<file path="src/rtl/uart_xcvr.sv">
// uart_xcvr: parametrised full-duplex UART with baud divider, parity, stop bits and RX error flags
module uart_xcvr #(
    parameter int DATA_W       = 8,
    parameter int CLKS_PER_BIT = 16,
    parameter int PARITY_EN    = 0,
    parameter int PARITY_ODD   = 0,
    parameter int STOP_BITS    = 1
) (
    input  logic              clk,
    input  logic              rst,
    input  logic [DATA_W-1:0] tx_data,
    input  logic              tx_valid,
    output logic              tx_ready,
    output logic              txd,
    output logic              tx_busy,
    input  logic              rxd,
    output logic [DATA_W-1:0] rx_data,
    output logic              rx_valid,
    output logic              rx_parity_err,
    output logic              rx_frame_err,
    output logic              rx_busy
);
    localparam int CW = $clog2(CLKS_PER_BIT);
    localparam int BW = $clog2(DATA_W);
    localparam logic [CW-1:0] LAST = CW'(CLKS_PER_BIT - 1);
    localparam logic [CW-1:0] PRE = CW'(CLKS_PER_BIT - 2);
    localparam logic [CW-1:0] HALF = CW'(CLKS_PER_BIT / 2 - 1);
    localparam logic [BW-1:0] BLAST = BW'(DATA_W - 1);
    localparam logic SLAST = (STOP_BITS == 2);
    localparam logic PEN = (PARITY_EN != 0);
    localparam logic ODD = (PARITY_ODD != 0);

    typedef enum logic [2:0] {T_IDLE, T_START, T_DATA, T_PARITY, T_STOP} tx_state_t;
    typedef enum logic [2:0] {R_IDLE, R_START, R_DATA, R_PARITY, R_STOP, R_WAIT} rx_state_t;

    tx_state_t         t_state;
    logic [CW-1:0]     t_cnt;
    logic [BW-1:0]     t_bit;
    logic              t_stop;
    logic [DATA_W-1:0] t_sh;
    logic              t_par;

    rx_state_t         r_state;
    logic [CW-1:0]     r_cnt;
    logic [BW-1:0]     r_bit;
    logic [DATA_W-1:0] r_sh;
    logic              r_pe;
    logic              s1, rs;

    // TX: accept on valid&ready (also in the last stop cycle), then shift out start/data/parity/stop
    always_ff @(posedge clk or negedge rst) begin
        if (!rst) begin
            t_state  <= T_IDLE;
            t_cnt    <= '0;
            t_bit    <= '0;
            t_stop   <= 1'b0;
            t_sh     <= '0;
            t_par    <= 1'b0;
            txd      <= 1'b1;
            tx_ready <= 1'b1;
            tx_busy  <= 1'b0;
        end else if (tx_valid && tx_ready) begin
            t_state  <= T_START;
            t_cnt    <= '0;
            t_sh     <= tx_data;
            t_par    <= (^tx_data) ^ ODD;
            txd      <= 1'b0;
            tx_ready <= 1'b0;
            tx_busy  <= 1'b1;
        end else if (t_state != T_IDLE) begin
            t_cnt <= (t_cnt == LAST) ? '0 : t_cnt + CW'(1);
            if (t_state == T_STOP && t_cnt == PRE && t_stop == SLAST) tx_ready <= 1'b1;
            if (t_cnt == LAST) begin
                case (t_state)
                    T_START: begin
                        t_state <= T_DATA;
                        t_bit   <= '0;
                        txd     <= t_sh[0];
                    end
                    T_DATA: begin
                        if (t_bit == BLAST) begin
                            t_state <= PEN ? T_PARITY : T_STOP;
                            txd     <= PEN ? t_par : 1'b1;
                            t_stop  <= 1'b0;
                        end else begin
                            t_bit <= t_bit + BW'(1);
                            t_sh  <= t_sh >> 1;
                            txd   <= t_sh[1];
                        end
                    end
                    T_PARITY: begin
                        t_state <= T_STOP;
                        txd     <= 1'b1;
                        t_stop  <= 1'b0;
                    end
                    T_STOP: begin
                        if (t_stop == SLAST) begin
                            t_state <= T_IDLE;
                            tx_busy <= 1'b0;
                        end else t_stop <= 1'b1;
                    end
                    default: t_state <= T_IDLE;
                endcase
            end
        end
    end

    // RX: two-flop synchroniser, idles high so reset does not look like a start bit
    always_ff @(posedge clk or negedge rst) begin
        if (!rst) begin
            s1 <= 1'b1;
            rs <= 1'b1;
        end else begin
            s1 <= rxd;
            rs <= s1;
        end
    end

    // RX: mid-bit sampling frame receiver with false-start rejection and error flags
    always_ff @(posedge clk or negedge rst) begin
        if (!rst) begin
            r_state       <= R_IDLE;
            r_cnt         <= '0;
            r_bit         <= '0;
            r_sh          <= '0;
            r_pe          <= 1'b0;
            rx_data       <= '0;
            rx_valid      <= 1'b0;
            rx_parity_err <= 1'b0;
            rx_frame_err  <= 1'b0;
        end else begin
            rx_valid <= 1'b0;
            r_cnt    <= (r_cnt == LAST) ? '0 : r_cnt + CW'(1);
            case (r_state)
                R_IDLE: begin
                    if (!rs) begin
                        r_state <= R_START;
                        r_cnt   <= '0;
                    end
                end
                R_START: begin
                    if (r_cnt == HALF) begin
                        r_cnt   <= '0;
                        r_bit   <= '0;
                        r_pe    <= 1'b0;
                        r_state <= rs ? R_IDLE : R_DATA;
                    end
                end
                R_DATA: begin
                    if (r_cnt == LAST) begin
                        r_sh  <= {rs, r_sh[DATA_W-1:1]};
                        r_bit <= r_bit + BW'(1);
                        if (r_bit == BLAST) r_state <= PEN ? R_PARITY : R_STOP;
                    end
                end
                R_PARITY: begin
                    if (r_cnt == LAST) begin
                        r_pe    <= rs ^ (^r_sh) ^ ODD;
                        r_state <= R_STOP;
                    end
                end
                R_STOP: begin
                    if (r_cnt == LAST) begin
                        rx_valid      <= 1'b1;
                        rx_data       <= r_sh;
                        rx_parity_err <= r_pe;
                        rx_frame_err  <= !rs;
                        r_state       <= rs ? R_IDLE : R_WAIT;
                    end
                end
                R_WAIT: if (rs) r_state <= R_IDLE;
                default: r_state <= R_IDLE;
            endcase
        end
    end

    assign rx_busy = (r_state != R_IDLE);
endmodule

</file>
<file path="config.mk">
export PLATFORM = sky130hd
export DESIGN_NAME = uart_xcvr
export DESIGN_NICKNAME = d
export VERILOG_FILES = /design/src/rtl/uart_xcvr.sv
export SDC_FILE = /design/constraint.sdc
export NUM_CORES = 1
export LEC_CHECK = 0
export ABC_CLOCK_PERIOD_IN_PS = 1800
export CAP_MARGIN = 20
export CORE_ASPECT_RATIO = 0.5
export CORE_MARGIN = 2
export CORE_UTILIZATION = 51
export DETAILED_ROUTE_END_ITERATION = 6
export PLACE_DENSITY = 0.8
export SKIP_CTS_REPAIR_TIMING = 1
export SLEW_MARGIN = 20
export SYNTH_ARGS = -nofsm -noshare
export SYNTH_HDL_FRONTEND = slang
export SYNTH_SLANG_ARGS = --single-unit
</file>
<file path="constraint.sdc">
create_clock -name clk -period 1.8 [get_ports clk]
set_clock_uncertainty 0.05 [all_clocks]
set_input_delay 0.36 -clock clk [delete_from_list [all_inputs] [get_ports clk]]
set_output_delay 0.36 -clock clk [all_outputs]
set_load 0.05 [all_outputs]
</file>
==> results.sh, run 1 <==
export IMPL_tritoncts="yes"
export IMPL_synth_top_area_cell="dfrtp_1"
export IMPL_status="completed"
export IMPL_place_port_buffers=26
export IMPL_tightest_slew_ns=0.3609
export IMPL_clock_path_buffers=2
export IMPL_viasPerCell=5.455
export IMPL_synth_edf_count=0
export IMPL_gr_total_overflow=0
export IMPL_report_final_slew_viol_count=0
export IMPL_first_pass_iters=4
export IMPL_synthSimpleGateAreaFrac=0.1316
export IMPL_fmax_mhz=577.5
export IMPL_syn_nets=248
export IMPL_rows=18
export IMPL_power_frac_comb=0.308
export IMPL_layout_min_cycle_time_ns=1.732
export IMPL_grt_use_total=0.1928
export IMPL_slew_headroom=0.7576
export IMPL_area_growth_syn_to_layout_pct=19.12
export IMPL_start_kind="flop"
export IMPL_power_w=0.002959
export IMPL_nNetsFinal=284
export IMPL_reg2reg_depth=6
export IMPL_rsz0062_at_grt="true"
export IMPL_io_pins=27
export IMPL_final_area_um2=3103
export IMPL_yosys_area_share_adder=0.03362
export IMPL_numClockSinks=53
export IMPL_routedWlPerCell_um=15.35
export IMPL_grt_pass1_vias=1794
export IMPL_clock_latency_ns=0.31
export IMPL_p_leak_nw=1.508
export IMPL_wl_um=5157
export IMPL_final_antenna_net_count=0
export IMPL_synthMuxAreaShare=0.1201
export IMPL_instances_no_fill=336
export IMPL_synthArstFlopShare=1.000
export IMPL_ys_seq_elements=53
export IMPL_p_int_w=0.002005
export IMPL_synth_compound_area_share=0.1254
export IMPL_seqPwrFrac=0.474
export IMPL_fin_crit_sh=0.9621
export IMPL_pwr_share_clk=0.219
export IMPL_synth_top_flop_cell="dfrtp_1"
export IMPL_cts_buffers=5
export IMPL_synth_warnings=0
export IMPL_cap_viol_max_count=0
export IMPL_clk_pin_slew_ns=0.09
export IMPL_core_area_um2=4932
export IMPL_critPathArrivalTime_ns=1.93
export IMPL_avgSynthCellArea_um2=11.38
export IMPL_fp_dieH_um=54.54
export IMPL_die_area_um2=5730
export IMPL_dp_hpwl_um=3752
export IMPL_ir_drop_mv=0.6558
export IMPL_hp_start="s1"
export IMPL_vias=1833
export IMPL_p_sw_w=0.0009539
export IMPL_worstReg2RegStart="t_bit[0]"
export IMPL_critPathLaunch="t_bit[0]"
export IMPL_synth_top_family_by_area="simple AND/OR/NAND/NOR gates"
export IMPL_dpl_cell_area_um2=2980
export IMPL_hold_path_depth=0
export IMPL_setup_viol=0
export IMPL_clock_root_buffer="clkbuf_8"
export IMPL_path_class="flop to flop"
export IMPL_netlist_instances=229
export IMPL_endpoint_kind="flop"
export IMPL_initial_core_util=0.5282
export IMPL_antenna_found_initial=0
export IMPL_synthTopCellsByArea="dfrtp_1 (47%), mux2_4 (6.3%), dfstp_2 (4.0%), nand2_1 (3.6%), ha_1 (3.4%)"
export IMPL_synth_distinct_cells=46
export IMPL_fp_dieW_um=105.1
export IMPL_h_tree_depth=2
export IMPL_grt_max_degree=21
export IMPL_synthXorXnorAreaFrac=0.03554
export IMPL_hp_class="flop to flop"
export IMPL_gp_congestion=0.8083
export IMPL_cp_required_ns=1.99
export IMPL_dp_cells=327
export IMPL_syn_area_um2=2605
export IMPL_final_hold_viol_count=0
export IMPL_switching_share=0.3224
export IMPL_nFillCells=381
export IMPL_drc_errors=0
export IMPL_antenna_cells=0
export IMPL_ys_seq_area_frac=0.5110
export IMPL_synth_top_area_frac=0.4707
export IMPL_drt_initial_drc_count=65
export IMPL_layout_drive_gt1_share=0.2594
export IMPL_grt_pass1_wl_um=8397
export IMPL_power_density_nw_per_um2=953.6
export IMPL_cp_max_fo=6
## layer usage
layer  vias to the layer above  routed length [µm]  GRT usage
met5                         -                   0          0
met4                         0                  82    0.07333
met3                        11                 191    0.04286
met2                        45                2700     0.3582
met1                       893                2182     0.2293
li1                        884                   -          -
## final timing paths
check	to	slack [ns]
max	t_bit[0]	0.07
min	rs	0.31
max in group asynchronous	txd	0.77
max reg2reg	t_bit[0]	0.07
min reg2reg	rs	0.31
min in group asynchronous	t_sh[4]	0.40
## through the flow
step / utilization / hold slack [ns] / setup WS [ns] / setup TNS (ns)
2_1_floorplan: - / 0.01441 / 0.04514 / 0
3_3_place_gp: 0.6043 / 0.1955 / 0.09370 / 0
3_5_place_dp: 0.6043 / 0.2010 / 0.01435 / 0
4_1_cts: 0.6210 / -0.1326 / -0.03473 / -0.03876
5_1_grt: 0.6291 / 0.3231 / -0.03532 / -0.1900
6_report: 0.6291 / 0.3142 / 0.06826 / 0
## kinds of logic after synthesis
family,count (synthesis)
buf+inv,19
flops,53
fa+ha+maj,7
mux,25
xor+xnor,9
simple gates,68
compound gates,48
## power by group through the flow
stage / clock [W] / combinational (W) / sequential (W)
finish: 0.000647 / 0.000910 / 0.00140
global route: 0.000707 / 0.000996 / 0.00142
CTS: 0.000654 / 0.000887 / 0.00139
detailed placement: 0 / 0.000874 / 0.00141
global placement: 0 / 0.000833 / 0.00140
floorplan: 0 / 0.000566 / 0.00139
## critical path: stages, from the launching register on
cell and delay, ns:
dfrtp_1 0.41, ha_1 0.21, ha_1 0.22, nor3b_2 0.26
o2111ai_2 0.23, nor3_1 0.18, a21o_1 0.11
## flip-flops by register name, indices dropped and copies added (netlist names), 3 cells and up
signal,count
t_state,3
r_bit,3
t_bit,3
rx_data,8
t_sh,8
r_cnt,4
r_state,3
t_cnt,4
r_sh,8
## cell type report
cell class | count | area (µm²) | area share
sequential | 53 | 1331 | 0.4290
inverter | 7 | 26.28 | 0.008468
timing repair buffer | 41 | 382.9 | 0.1234
clock inverter | 2 | 10.01 | 0.003226
multi-input combinational | 157 | 1192 | 0.3843
tap | 70 | 87.58 | 0.02823
clock buffer | 6 | 72.57 | 0.02339
## synthesized netlist by cell type, types with 2 or more instances
library cell,number
dfrtp_1,49
nand2_1,25
o21ai_0,16
nor2_1,15
mux2_4,11
buf_2,8
mux2i_1,8
a21oi_1,7
ha_1,7
inv_1,7
mux2_2,6
xnor2_1,6
nand3_1,5
nor3_1,5
buf_6,4
dfstp_2,4
a22o_1,3
a311oi_1,3
a31oi_1,3
and3_1,3
nor2b_1,3
a21o_1,2
and2_1,2
nor3b_1,2
o21a_1,2
or3_1,2
xor2_1,2
## cell usage in the layout, fill, tap and decap left out, drive strengths merged, types with 2 or more instances in the layout
master / synthesis / layout
a31oi: 4 / 4
mux2: 17 / 17
dfstp: 4 / 4
nand2: 25 / 25
nor2: 15 / 15
a21o: 2 / 2
o21ai: 17 / 17
clkinv: 0 / 2
o21a: 2 / 2
buf: 12 / 30
a21oi: 7 / 7
nand3: 5 / 5
nor2b: 3 / 3
clkdlybuf4s50: 0 / 10
a311oi: 3 / 3
ha: 7 / 7
clkbuf: 0 / 6
and3: 4 / 4
dfrtp: 49 / 49
mux2i: 8 / 8
a22o: 3 / 3
xnor2: 6 / 6
xor2: 2 / 2
nor3: 5 / 5
nor3b: 2 / 2
or3: 2 / 2
and2: 2 / 2
inv: 7 / 7
No activity file was read; power rests on OpenSTA's default activity.
==> run 2, diff against run 1 <==
--- a/config.mk
+++ b/config.mk
@@ -5,13 +5,12 @@
 export SDC_FILE = /design/constraint.sdc
 export NUM_CORES = 1
 export LEC_CHECK = 0
-export ABC_CLOCK_PERIOD_IN_PS = 1800
+export ABC_CLOCK_PERIOD_IN_PS = 2150
 export CAP_MARGIN = 20
 export CORE_ASPECT_RATIO = 0.5
-export CORE_MARGIN = 2
-export CORE_UTILIZATION = 51
+export CORE_UTILIZATION = 55
 export DETAILED_ROUTE_END_ITERATION = 6
-export PLACE_DENSITY = 0.8
+export PLACE_DENSITY = 0.82
 export SKIP_CTS_REPAIR_TIMING = 1
 export SLEW_MARGIN = 20
 export SYNTH_ARGS = -nofsm -noshare
==> constraint.sdc (replaced) <==
create_clock -name clk -period 2.15 [get_ports clk]
set_clock_uncertainty 0.05 [all_clocks]
set_input_delay 0.43 -clock clk [delete_from_list [all_inputs] [get_ports clk]]
set_output_delay 0.43 -clock clk [all_outputs]
set_load 0.05 [all_outputs]
==> results.sh, run 2 (synthesis results as in run 1) <==
export IMPL_status="completed"
export IMPL_slew_headroom=0.5597
export IMPL_power_density_nw_per_um2=826.3
export IMPL_endpoint_kind="output port"
export IMPL_power_w=0.002479
export IMPL_grt_max_degree=54
export IMPL_nNetsFinal=273
export IMPL_post_route_worst_setup_slack_ns=0.03954
export IMPL_tightest_slew_ns=0.6604
export IMPL_dp_hpwl_um=3185
export IMPL_critical_path_max_stage_delay_ns=0.79
export IMPL_report_final_slew_viol_count=0
export IMPL_area_growth_syn_to_layout_pct=15.18
export IMPL_h_tree_depth=2
export IMPL_layout_drive_gt1_share=0.1529
export IMPL_numClockSinks=53
export IMPL_final_hold_viol_count=0
export IMPL_cp_required_ns=1.67
export IMPL_fin_crit_sh=0.9816
export IMPL_routedWlPerCell_um=14.73
export IMPL_cts_buffers=5
export IMPL_ir_drop_mv=0.6731
export IMPL_clock_latency_ns=0.30
export IMPL_top_regs="r_sh (8), rx_data (8), t_sh (8)"
export IMPL_reg2reg_to="rx_data[2]"
export IMPL_start_kind="flop"
export IMPL_critPathArrivalTime_ns=1.63
export IMPL_crit_path_top_delay_cell="clkdlybuf4s50_1"
export IMPL_grt_pass1_vias=1676
export IMPL_cp_top_family="buffers and inverters"
export IMPL_crit_buf_inv=1
export IMPL_final_common_cell="dfrtp_1"
export IMPL_core_area_um2=4467
export IMPL_drt_initial_drc_count=45
export IMPL_path_class="flop to output port"
export IMPL_io_pins=27
export IMPL_grt_pass1_wl_um=7852
export IMPL_m1WireLength_um=2228
export IMPL_antenna_found_initial=0
export IMPL_final_cell_mix="dfrtp_1 (49), nand2_1 (25), clkdlybuf4s50_1 (23), o21ai_0 (16), nor2_1 (15)"
export IMPL_fmax_mhz=473.8
export IMPL_wl_um=4595
export IMPL_fin_hold_ws_ns=0.1762
export IMPL_initial_core_util=0.5832
export IMPL_r2r_slack_ns=0.30
export IMPL_clock_path_buffers=2
export IMPL_hp_class="input pin to async pin"
export IMPL_grt_use_total=0.2052
export IMPL_vias=1757
export IMPL_clock_root_buffer="clkbuf_8"
export IMPL_die_area_um2=5032
export IMPL_layout_min_cycle_time_ns=2.110
export IMPL_p_leak_nw=1.424
export IMPL_wl_met3_um=125
export IMPL_reg2reg_depth=4
export IMPL_viasPerCell=5.631
export IMPL_rsz0062_at_grt="false"
export IMPL_nFillCells=330
export IMPL_drc_errors=0
export IMPL_multiInputGateArea_um2=1162
export IMPL_rows=17
export IMPL_met2WireLength_um=2168
export IMPL_setup_tns_ns=0
export IMPL_antenna_cells=0
export IMPL_fp_dieW_um=99.33
export IMPL_post_place_ws_ns=0.3120
export IMPL_final_antenna_net_count=0
export IMPL_place_port_buffers=26
export IMPL_highest_layer="met4"
export IMPL_worstReg2RegStart="r_cnt[0]"
export IMPL_seqCellArea_um2=1331
export IMPL_dpl_cell_area_um2=2884
export IMPL_crit_chain="clkdlybuf4s50_1"
export IMPL_setup_viol=0
export IMPL_cap_viol_max_count=0
export IMPL_tritoncts="yes"
export IMPL_fp_dieH_um=50.67
export IMPL_gp_congestion=0.8047
export IMPL_final_area_um2=3000
export IMPL_cp_max_fo=2
export IMPL_first_pass_iters=4
export IMPL_gr_total_overflow=0
export IMPL_clk_pin_slew_ns=0.09
-- run 2: cell count changes in the layout (fill, tap and decap cells not counted), moves of 2 or more --
cell | before | now
nor3b_2 | 2 | 0
buf_12 | 4 | 1
buf_4 | 25 | 5
nor3b_1 | 0 | 2
clkinv_2 | 2 | 0
clkdlybuf4s50_1 | 10 | 23
-- run 2: through the flow --
stage,cells,utilization
final,312,0.6717
after global routing,312,0.6717
after CTS,312,0.6717
after detailed placement,304,0.6457
after global placement,304,0.6457
after floorplan,229,-
-- run 2: how the worst max path moves through the flow --
stage                       endpoint  slack (ns)  startpoint  depth (start not counted)
final                            txd        0.04         txd                          1
after global routing             txd      0.0005         txd                          1
after CTS                        txd        0.02         txd                          1
after detailed placement  rx_data[0]        0.31    r_cnt[0]                          4
after global placement    r_state[0]        0.35    r_cnt[0]                          5
after floorplan           r_state[0]        0.40    r_cnt[0]                          6
-- run 2: final cells by class --
| class | count | share of cell area |
|---|---|---|
| flip-flops and latches | 53 | 0.4437 |
| multi-input cells | 157 | 0.3874 |
| repair buffers | 30 | 0.09758 |
| clock buffers | 7 | 0.02877 |
| well taps | 57 | 0.02377 |
| clock inverters | 1 | 0.01001 |
| inverters | 7 | 0.008757 |
-- run 2: routing by layer --
| layer | global-route usage | vias up |
|---|---|---|
| li1 | - | 858 |
| met4 | 0.08088 | 0 |
| met5 | 0 | - |
| met1 | 0.2722 | 865 |
| met2 | 0.3356 | 28 |
| met3 | 0.04178 | 6 |
-- run 2: report_power, final --
part | switching [W] | total, W | internal, W | leakage (nW)
clock network | 0.000313 | 0.000693 | 0.000380 | 0.0585
logic | 0.000284 | 0.000558 | 0.000273 | 0.655
registers | 0.000146 | 0.00123 | 0.00108 | 0.711
total | 0.000744 | 0.00248 | 0.00174 | 1.42
